[src/rtl/load_store_unit_pkg.sv]
// Shared encodings and lane helpers for the load/store unit and its lane formatter.
package load_store_unit_pkg;

    localparam logic [1:0] SZ_BYTE = 2'b00;
    localparam logic [1:0] SZ_HALF = 2'b01;
    localparam logic [1:0] SZ_WORD = 2'b10;

    typedef enum logic {
        ST_IDLE = 1'b0,
        ST_BUSY = 1'b1
    } lsu_state_t;

    function automatic logic [3:0] byte_be(input logic [1:0] lo);
        return 4'b0001 << lo;
    endfunction

    function automatic logic [3:0] half_be(input logic hi);
        return hi ? 4'b1100 : 4'b0011;
    endfunction

    // Size 11 behaves as a word access.
    function automatic logic misaligned(input logic [1:0] size, input logic [1:0] lo);
        case (size)
            SZ_BYTE: return 1'b0;
            SZ_HALF: return lo[0];
            default: return lo != 2'b00;
        endcase
    endfunction

endpackage

[src/rtl/lsu_lane_format.sv]
// Combinational store lane steering / byte enables and load lane extract / extension.
module lsu_lane_format
    import load_store_unit_pkg::*;
(
    input  logic        st_write,
    input  logic [1:0]  st_size,
    input  logic [1:0]  st_lo,
    input  logic [31:0] st_data,
    output logic [3:0]  be,
    output logic [31:0] wdata,
    input  logic [1:0]  ld_size,
    input  logic [1:0]  ld_lo,
    input  logic        ld_unsigned,
    input  logic [31:0] rdata,
    output logic [31:0] ld_data
);

    logic [7:0]  ld_byte;
    logic [15:0] ld_half;

    assign ld_byte = rdata[{ld_lo, 3'b000} +: 8];
    assign ld_half = ld_lo[1] ? rdata[31:16] : rdata[15:0];

    always_comb begin
        be    = 4'b1111;
        wdata = st_data;
        case (st_size)
            SZ_BYTE: begin
                wdata = {4{st_data[7:0]}};
                if (st_write) be = byte_be(st_lo);
            end
            SZ_HALF: begin
                wdata = {2{st_data[15:0]}};
                if (st_write) be = half_be(st_lo[1]);
            end
            default: ;
        endcase
    end

    always_comb begin
        ld_data = rdata;
        case (ld_size)
            SZ_BYTE: ld_data = ld_unsigned ? {24'b0, ld_byte} : {{24{ld_byte[7]}}, ld_byte};
            SZ_HALF: ld_data = ld_unsigned ? {16'b0, ld_half} : {{16{ld_half[15]}}, ld_half};
            default: ;
        endcase
    end

endmodule

[src/rtl/load_store_unit.sv]
// Memory-access stage: req/ack data-memory transaction, misalign and timeout checks,
// one-deep registered write-back output.
//   state   | meaning
//   ST_IDLE | accepting ex inputs; pass-through, misalign reject, or issue request
//   ST_BUSY | request outstanding; waiting for mem_ack or timeout
module load_store_unit
    import load_store_unit_pkg::*;
#(
    parameter int TIMEOUT_CYCLES = 16,
    parameter int TCNT_W         = 5
) (
    input  logic        clk,
    input  logic        rst,
    input  logic        ex_valid,
    input  logic [31:0] alu_result,
    input  logic [31:0] store_data,
    input  logic        mem_read,
    input  logic        mem_write,
    input  logic [1:0]  mem_size,
    input  logic        mem_unsigned,
    input  logic [4:0]  wb_reg_in,
    input  logic        reg_write_in,
    output logic        stall,
    output logic        mem_req,
    output logic        mem_we,
    output logic [31:0] mem_addr,
    output logic [3:0]  mem_be,
    output logic [31:0] mem_wdata,
    input  logic        mem_ack,
    input  logic [31:0] mem_rdata,
    output logic        wb_valid,
    output logic [31:0] wb_data,
    output logic [4:0]  wb_reg,
    output logic        wb_reg_write,
    output logic        exc_misalign,
    output logic        exc_buserr,
    output logic [31:0] exc_addr
);

    lsu_state_t        state, nxt_state;
    logic [TCNT_W-1:0] tcnt, nxt_tcnt;
    logic [1:0]        lat_size, nxt_lat_size;
    logic [1:0]        lat_lo, nxt_lat_lo;
    logic              lat_uns, nxt_lat_uns;
    logic [4:0]        lat_dst, nxt_lat_dst;
    logic              lat_rw, nxt_lat_rw;

    logic        nxt_mem_req, nxt_mem_we;
    logic [31:0] nxt_mem_addr, nxt_mem_wdata;
    logic [3:0]  nxt_mem_be;
    logic        nxt_wb_valid, nxt_wb_reg_write;
    logic [31:0] nxt_wb_data;
    logic [4:0]  nxt_wb_reg;
    logic        nxt_exc_misalign, nxt_exc_buserr;
    logic [31:0] nxt_exc_addr;

    logic        is_load, is_store, mem_op, misal;
    logic [3:0]  st_be;
    logic [31:0] st_wdata, ld_data;

    // A read+write request is treated as a load.
    assign is_load  = mem_read;
    assign is_store = mem_write & ~mem_read;
    assign mem_op   = is_load | is_store;
    assign misal    = misaligned(mem_size, alu_result[1:0]);

    lsu_lane_format u_lane (
        .st_write    (is_store),
        .st_size     (mem_size),
        .st_lo       (alu_result[1:0]),
        .st_data     (store_data),
        .be          (st_be),
        .wdata       (st_wdata),
        .ld_size     (lat_size),
        .ld_lo       (lat_lo),
        .ld_unsigned (lat_uns),
        .rdata       (mem_rdata),
        .ld_data     (ld_data)
    );

    always_comb begin
        nxt_state        = state;
        nxt_tcnt         = tcnt;
        nxt_lat_size     = lat_size;
        nxt_lat_lo       = lat_lo;
        nxt_lat_uns      = lat_uns;
        nxt_lat_dst      = lat_dst;
        nxt_lat_rw       = lat_rw;
        nxt_mem_req      = mem_req;
        nxt_mem_we       = mem_we;
        nxt_mem_addr     = mem_addr;
        nxt_mem_be       = mem_be;
        nxt_mem_wdata    = mem_wdata;
        nxt_wb_valid     = 1'b0;
        nxt_wb_reg_write = 1'b0;
        nxt_wb_data      = wb_data;
        nxt_wb_reg       = wb_reg;
        nxt_exc_misalign = 1'b0;
        nxt_exc_buserr   = 1'b0;
        nxt_exc_addr     = exc_addr;
        stall            = 1'b0;

        case (state)
            ST_IDLE: begin
                if (ex_valid) begin
                    nxt_wb_reg = wb_reg_in;
                    if (!mem_op) begin
                        nxt_wb_valid     = 1'b1;
                        nxt_wb_data      = alu_result;
                        nxt_wb_reg_write = reg_write_in;
                    end else if (misal) begin
                        nxt_wb_valid     = 1'b1;
                        nxt_wb_data      = 32'b0;
                        nxt_exc_misalign = 1'b1;
                        nxt_exc_addr     = alu_result;
                    end else begin
                        stall         = 1'b1;
                        nxt_state     = ST_BUSY;
                        nxt_tcnt      = '0;
                        nxt_mem_req   = 1'b1;
                        nxt_mem_we    = is_store;
                        nxt_mem_addr  = {alu_result[31:2], 2'b00};
                        nxt_mem_be    = st_be;
                        nxt_mem_wdata = st_wdata;
                        nxt_lat_size  = mem_size;
                        nxt_lat_lo    = alu_result[1:0];
                        nxt_lat_uns   = mem_unsigned;
                        nxt_lat_dst   = wb_reg_in;
                        nxt_lat_rw    = reg_write_in & ~is_store;
                        nxt_wb_reg    = wb_reg;
                    end
                end
            end
            ST_BUSY: begin
                stall = ~mem_ack;
                // Ack in the final timeout cycle still completes normally.
                if (mem_ack) begin
                    nxt_state        = ST_IDLE;
                    nxt_mem_req      = 1'b0;
                    nxt_mem_we       = 1'b0;
                    nxt_wb_valid     = 1'b1;
                    nxt_wb_data      = mem_we ? 32'b0 : ld_data;
                    nxt_wb_reg       = lat_dst;
                    nxt_wb_reg_write = lat_rw;
                end else if (tcnt == TCNT_W'(TIMEOUT_CYCLES - 1)) begin
                    nxt_state      = ST_IDLE;
                    nxt_mem_req    = 1'b0;
                    nxt_mem_we     = 1'b0;
                    nxt_wb_valid   = 1'b1;
                    nxt_wb_data    = 32'b0;
                    nxt_wb_reg     = lat_dst;
                    nxt_exc_buserr = 1'b1;
                    nxt_exc_addr   = {mem_addr[31:2], lat_lo};
                end else begin
                    nxt_tcnt = tcnt + TCNT_W'(1);
                end
            end
            default: nxt_state = ST_IDLE;
        endcase
    end

    always_ff @(posedge clk) begin
        if (rst) begin
            state        <= ST_IDLE;
            tcnt         <= '0;
            lat_size     <= 2'b00;
            lat_lo       <= 2'b00;
            lat_uns      <= 1'b0;
            lat_dst      <= 5'b0;
            lat_rw       <= 1'b0;
            mem_req      <= 1'b0;
            mem_we       <= 1'b0;
            mem_addr     <= 32'b0;
            mem_be       <= 4'b0;
            mem_wdata    <= 32'b0;
            wb_valid     <= 1'b0;
            wb_reg_write <= 1'b0;
            wb_data      <= 32'b0;
            wb_reg       <= 5'b0;
            exc_misalign <= 1'b0;
            exc_buserr   <= 1'b0;
            exc_addr     <= 32'b0;
        end else begin
            state        <= nxt_state;
            tcnt         <= nxt_tcnt;
            lat_size     <= nxt_lat_size;
            lat_lo       <= nxt_lat_lo;
            lat_uns      <= nxt_lat_uns;
            lat_dst      <= nxt_lat_dst;
            lat_rw       <= nxt_lat_rw;
            mem_req      <= nxt_mem_req;
            mem_we       <= nxt_mem_we;
            mem_addr     <= nxt_mem_addr;
            mem_be       <= nxt_mem_be;
            mem_wdata    <= nxt_mem_wdata;
            wb_valid     <= nxt_wb_valid;
            wb_reg_write <= nxt_wb_reg_write;
            wb_data      <= nxt_wb_data;
            wb_reg       <= nxt_wb_reg;
            exc_misalign <= nxt_exc_misalign;
            exc_buserr   <= nxt_exc_buserr;
            exc_addr     <= nxt_exc_addr;
        end
    end

endmodule

[config.mk]
export PLATFORM = sky130hd
export DESIGN_NAME = load_store_unit
export DESIGN_NICKNAME = d
export VERILOG_FILES = /design/src/rtl/load_store_unit_pkg.sv /design/src/rtl/lsu_lane_format.sv /design/src/rtl/load_store_unit.sv
export SDC_FILE = /design/constraint.sdc
export NUM_CORES = 1
export LEC_CHECK = 0
export ABC_AREA = 0
export CORE_ASPECT_RATIO = 0.9
export CORE_MARGIN = 3
export CORE_UTILIZATION = 35
export CTS_CLUSTER_DIAMETER = 200
export CTS_CLUSTER_SIZE = 12
export DETAILED_ROUTE_END_ITERATION = 16
export PLACE_DENSITY = 0.63
export SETUP_SLACK_MARGIN = 0.1
export SYNTH_ARGS = -nofsm -noshare
export SYNTH_HDL_FRONTEND = slang
export SYNTH_SLANG_ARGS = --single-unit
[constraint.sdc]
create_clock -name clk -period 4.25 [get_ports clk]
set_input_delay 0.425 -clock clk [delete_from_list [all_inputs] [get_ports clk]]
set_output_delay 0.425 -clock clk [all_outputs]
set_load 0.1 [all_outputs]
==> flow_summary.toml <==
[die]
std_cell_rows = 49
initial_core_util_pct = 35.88
pin_count = 255
coreArea_mm2 = 0.02017
die_h_um = 142.4
die_area_mm2 = 0.02244
die_w_um = 157.6

[clock_tree]
clkTransAtPathRegs_ns = 0.07
root_buffer = "clkbuf_16"
clk_latency_ns = 0.42
clockBufferDepth = 2
cts_tree = "yes"
htreeDepth = 4
cts_buffers = 17
cts_setup_buffers = 0
post_cts_resized = 0
cts_hold_buf = 0
clock_sinks = 158

[timing]
hold_ws_ns = 0.4529
final.min_clock_period_ns = 2.687
hold_viol_final = 0
clock_skew_ns = 0.01256
tns_ns = 0
setup_viol = 0
finalMaxSlewViolations = 0
min_period_over_period_pct = 63.22
slew_headroom_pct = 29.38
worstMarginPinSlew_ns = 1.056
fmax_ghz = 0.3722
rsz0062_at_grt = "no"

[hold_path]
hold_path_end = "mem_wdata[24]"
min_from = "mem_wdata[24]"
holdPathStages = 2
hold_path.class = "flop to flop"

[power_and_ir_drop]
power.internal_w = 0.002839
p_switching_w = 0.001780
irDropWorstVdd_uv = 261.3
clkPwrFrac_pct = 33.4
seqPwrFrac_pct = 35.6
power_density_mw_per_mm2 = 445.2
share_comb_of_total_power_pct = 31.0
power_switching_share_pct = 38.53
power_leakage_nw = 3.532

[detailed_routing]
vias = 6868
wirelength_mm = 24.52
dr.pass1.iters = 5
first_iter_violations = 485
via_per_inst = 5.207
ant_nets = 0
wl_per_cell_um = 18.59
drc = 0

[worst_setup_path]
critPathLaunchType = "flop"
timing.rr.start = "tcnt[0]"
worstPathArrival_ns = 2.97
reg2reg_depth = 9
setup.worst_path.end_class = "flop"
required_ns = 4.53
timing.setup.critical_path_class = "flop to flop"
worstPathMaxFanout = 52
ff2ff_setup_slack_ns = 1.56
timing.rr.end = "wb_data[8]"

[global_route]
grt_overflow = 0
grt_use_total_pct = 21.33
antenna_found_initial = 0
grt_max_degree = 93
grt_pass1_vias = 6308
grt_pass1_wl_mm = 37.51

[synthesis]
ys.warnings.count = 0
synth_seq_cells = 158
netlist_area_mm2 = 0.007238
synthDistinctLibCells = 45
yosysSeqAreaShare_pct = 43.70
synth.avg_cell_area_um2 = 8.556
synthCells = 846

[finish]
drive_above_1_share_pct = 9.023
layout.nets = 1164
synthToLayoutAreaGrowth_pct = 43.34
reg.largest.list = "exc_addr (32), mem_wdata (32), wb_data (32)"
antenna_cells = 0

[place]
hpwl_mm = 17.16
gp_congestion = 0.8636
io_buffers = 252

[run_status]
outcome = "finished, final reports clean"

[run]
drv_cap = 0
-- worst max path at each step --
stage / from / endpoint / slack (ns) / cells after the start
4_1_cts: tcnt[0] / wb_data[8] / 1.54 / 9
6_report: tcnt[0] / wb_data[8] / 1.56 / 9
3_5_place_dp: alu_result[1] / wb_data[8] / 1.25 / 7
5_1_grt: tcnt[0] / wb_data[8] / 1.28 / 9
2_1_floorplan: mem_size[1] / stall / 1.92 / 7
3_3_place_gp: alu_result[1] / wb_data[10] / 1.33 / 7
-- cells in the final DEF (no fill, tap or decap), types with 18 or more instances in the layout --
master,synthesis,final
a211oi_1,31,31
a211oi_2,38,38
a21oi_1,74,74
a311oi_1,18,18
clkdlybuf4s50_1,0,250
dfxtp_1,158,157
mux2i_1,56,56
nand2_1,158,158
nor2_1,109,109
o21ai_0,22,22
-- power by group through the flow --
stage	logic, W	registers [W]	clock network, W
floorplan	0.000364	0.00235	0
global placement	0.00143	0.00167	0
detailed placement	0.00143	0.00168	0
CTS	0.00144	0.00164	0.00157
global route	0.00150	0.00166	0.00164
finish	0.00143	0.00164	0.00154
-- layer usage --
layer	share of wire, %	global-route usage [%]	vias up
met5	0	0	-
met4	2.3	6.393	0
met3	6.2	4.591	35
met2	45	32.45	248
met1	47	30.40	3198
li1	-	-	3387
-- cell type report --
type	instances	area [um2]
Clock buffer	17	425.4
Clock inverter	15	160.2
Fill cell	1890	9796
Inverter	1	3.754
Multi-Input combinational cell	610	3686
Sequential cell	158	3164
Tap cell	255	319.1
Timing Repair Buffer	263	2616
-- synthesized netlist by cell type, drive strengths merged --
master  count  area share, %
and3        1          0.086
nor2b      14            1.2
nand3       7           0.48
a31oi       8           0.69
nand3b      3           0.31
nor2      109            5.7
xor2        2           0.24
o211ai      2           0.21
nand2b      4           0.35
and4        1           0.12
ha          2           0.35
nor3b       1           0.10
and2        2           0.17
a311oi     18            2.2
clkbuf     34            1.8
conb        1          0.052
a211oi     69            9.8
and3b       1           0.12
mux2        1           0.16
buf        44            3.8
a21oi      76            5.5
nand4       1          0.086
o21ba       1           0.14
nor3       12           0.90
nand2     158            8.2
a311o       1           0.14
or3b        1           0.16
or4         1           0.16
a221oi      7           0.85
mux2i      56            7.7
dfxtp     158             44
o221ai      8           0.97
a22oi      16            1.7
o21ai      25            1.9
inv         1          0.052
-- kinds of logic after synthesis --
| family | synth area share [%] |
|---|---|
| buffers and inverters | 5.652 |
| muxes | 7.900 |
| DFF | 43.70 |
| other | 0.05181 |
| and+or+nand+nor | 18.10 |
| AOI/OAI and AO/OA | 24.01 |
| xor gates and xnor gates | 0.2420 |
| adders and majority gates | 0.3457 |
-- critical path: stages (launching register included) --
cell and delay (ns):
dfxtp_1 0.38, ha_1 0.18, and3_1 0.17, ha_1 0.23, or3b_4 0.19, o21ai_2 0.07
a21oi_4 0.12, buf_4 0.48, nor2b_1 0.55, a211oi_1 0.15
-- per-stage QoR --
stage               area (um2)  total power [W]  util, %  cells  setup slack (ns)
floorplan                 7242         0.002709        -    847             1.917
global placement          9789         0.003101    48.53   1287             1.326
detailed placement        9789         0.003109    48.53   1287             1.252
CTS                      10380         0.004653    51.44   1319             1.543
global route             10380         0.004788    51.44   1319             1.279
finish                   10380         0.004619    51.44   1319             1.563
Note: power is estimated with default switching activity, not from simulation.
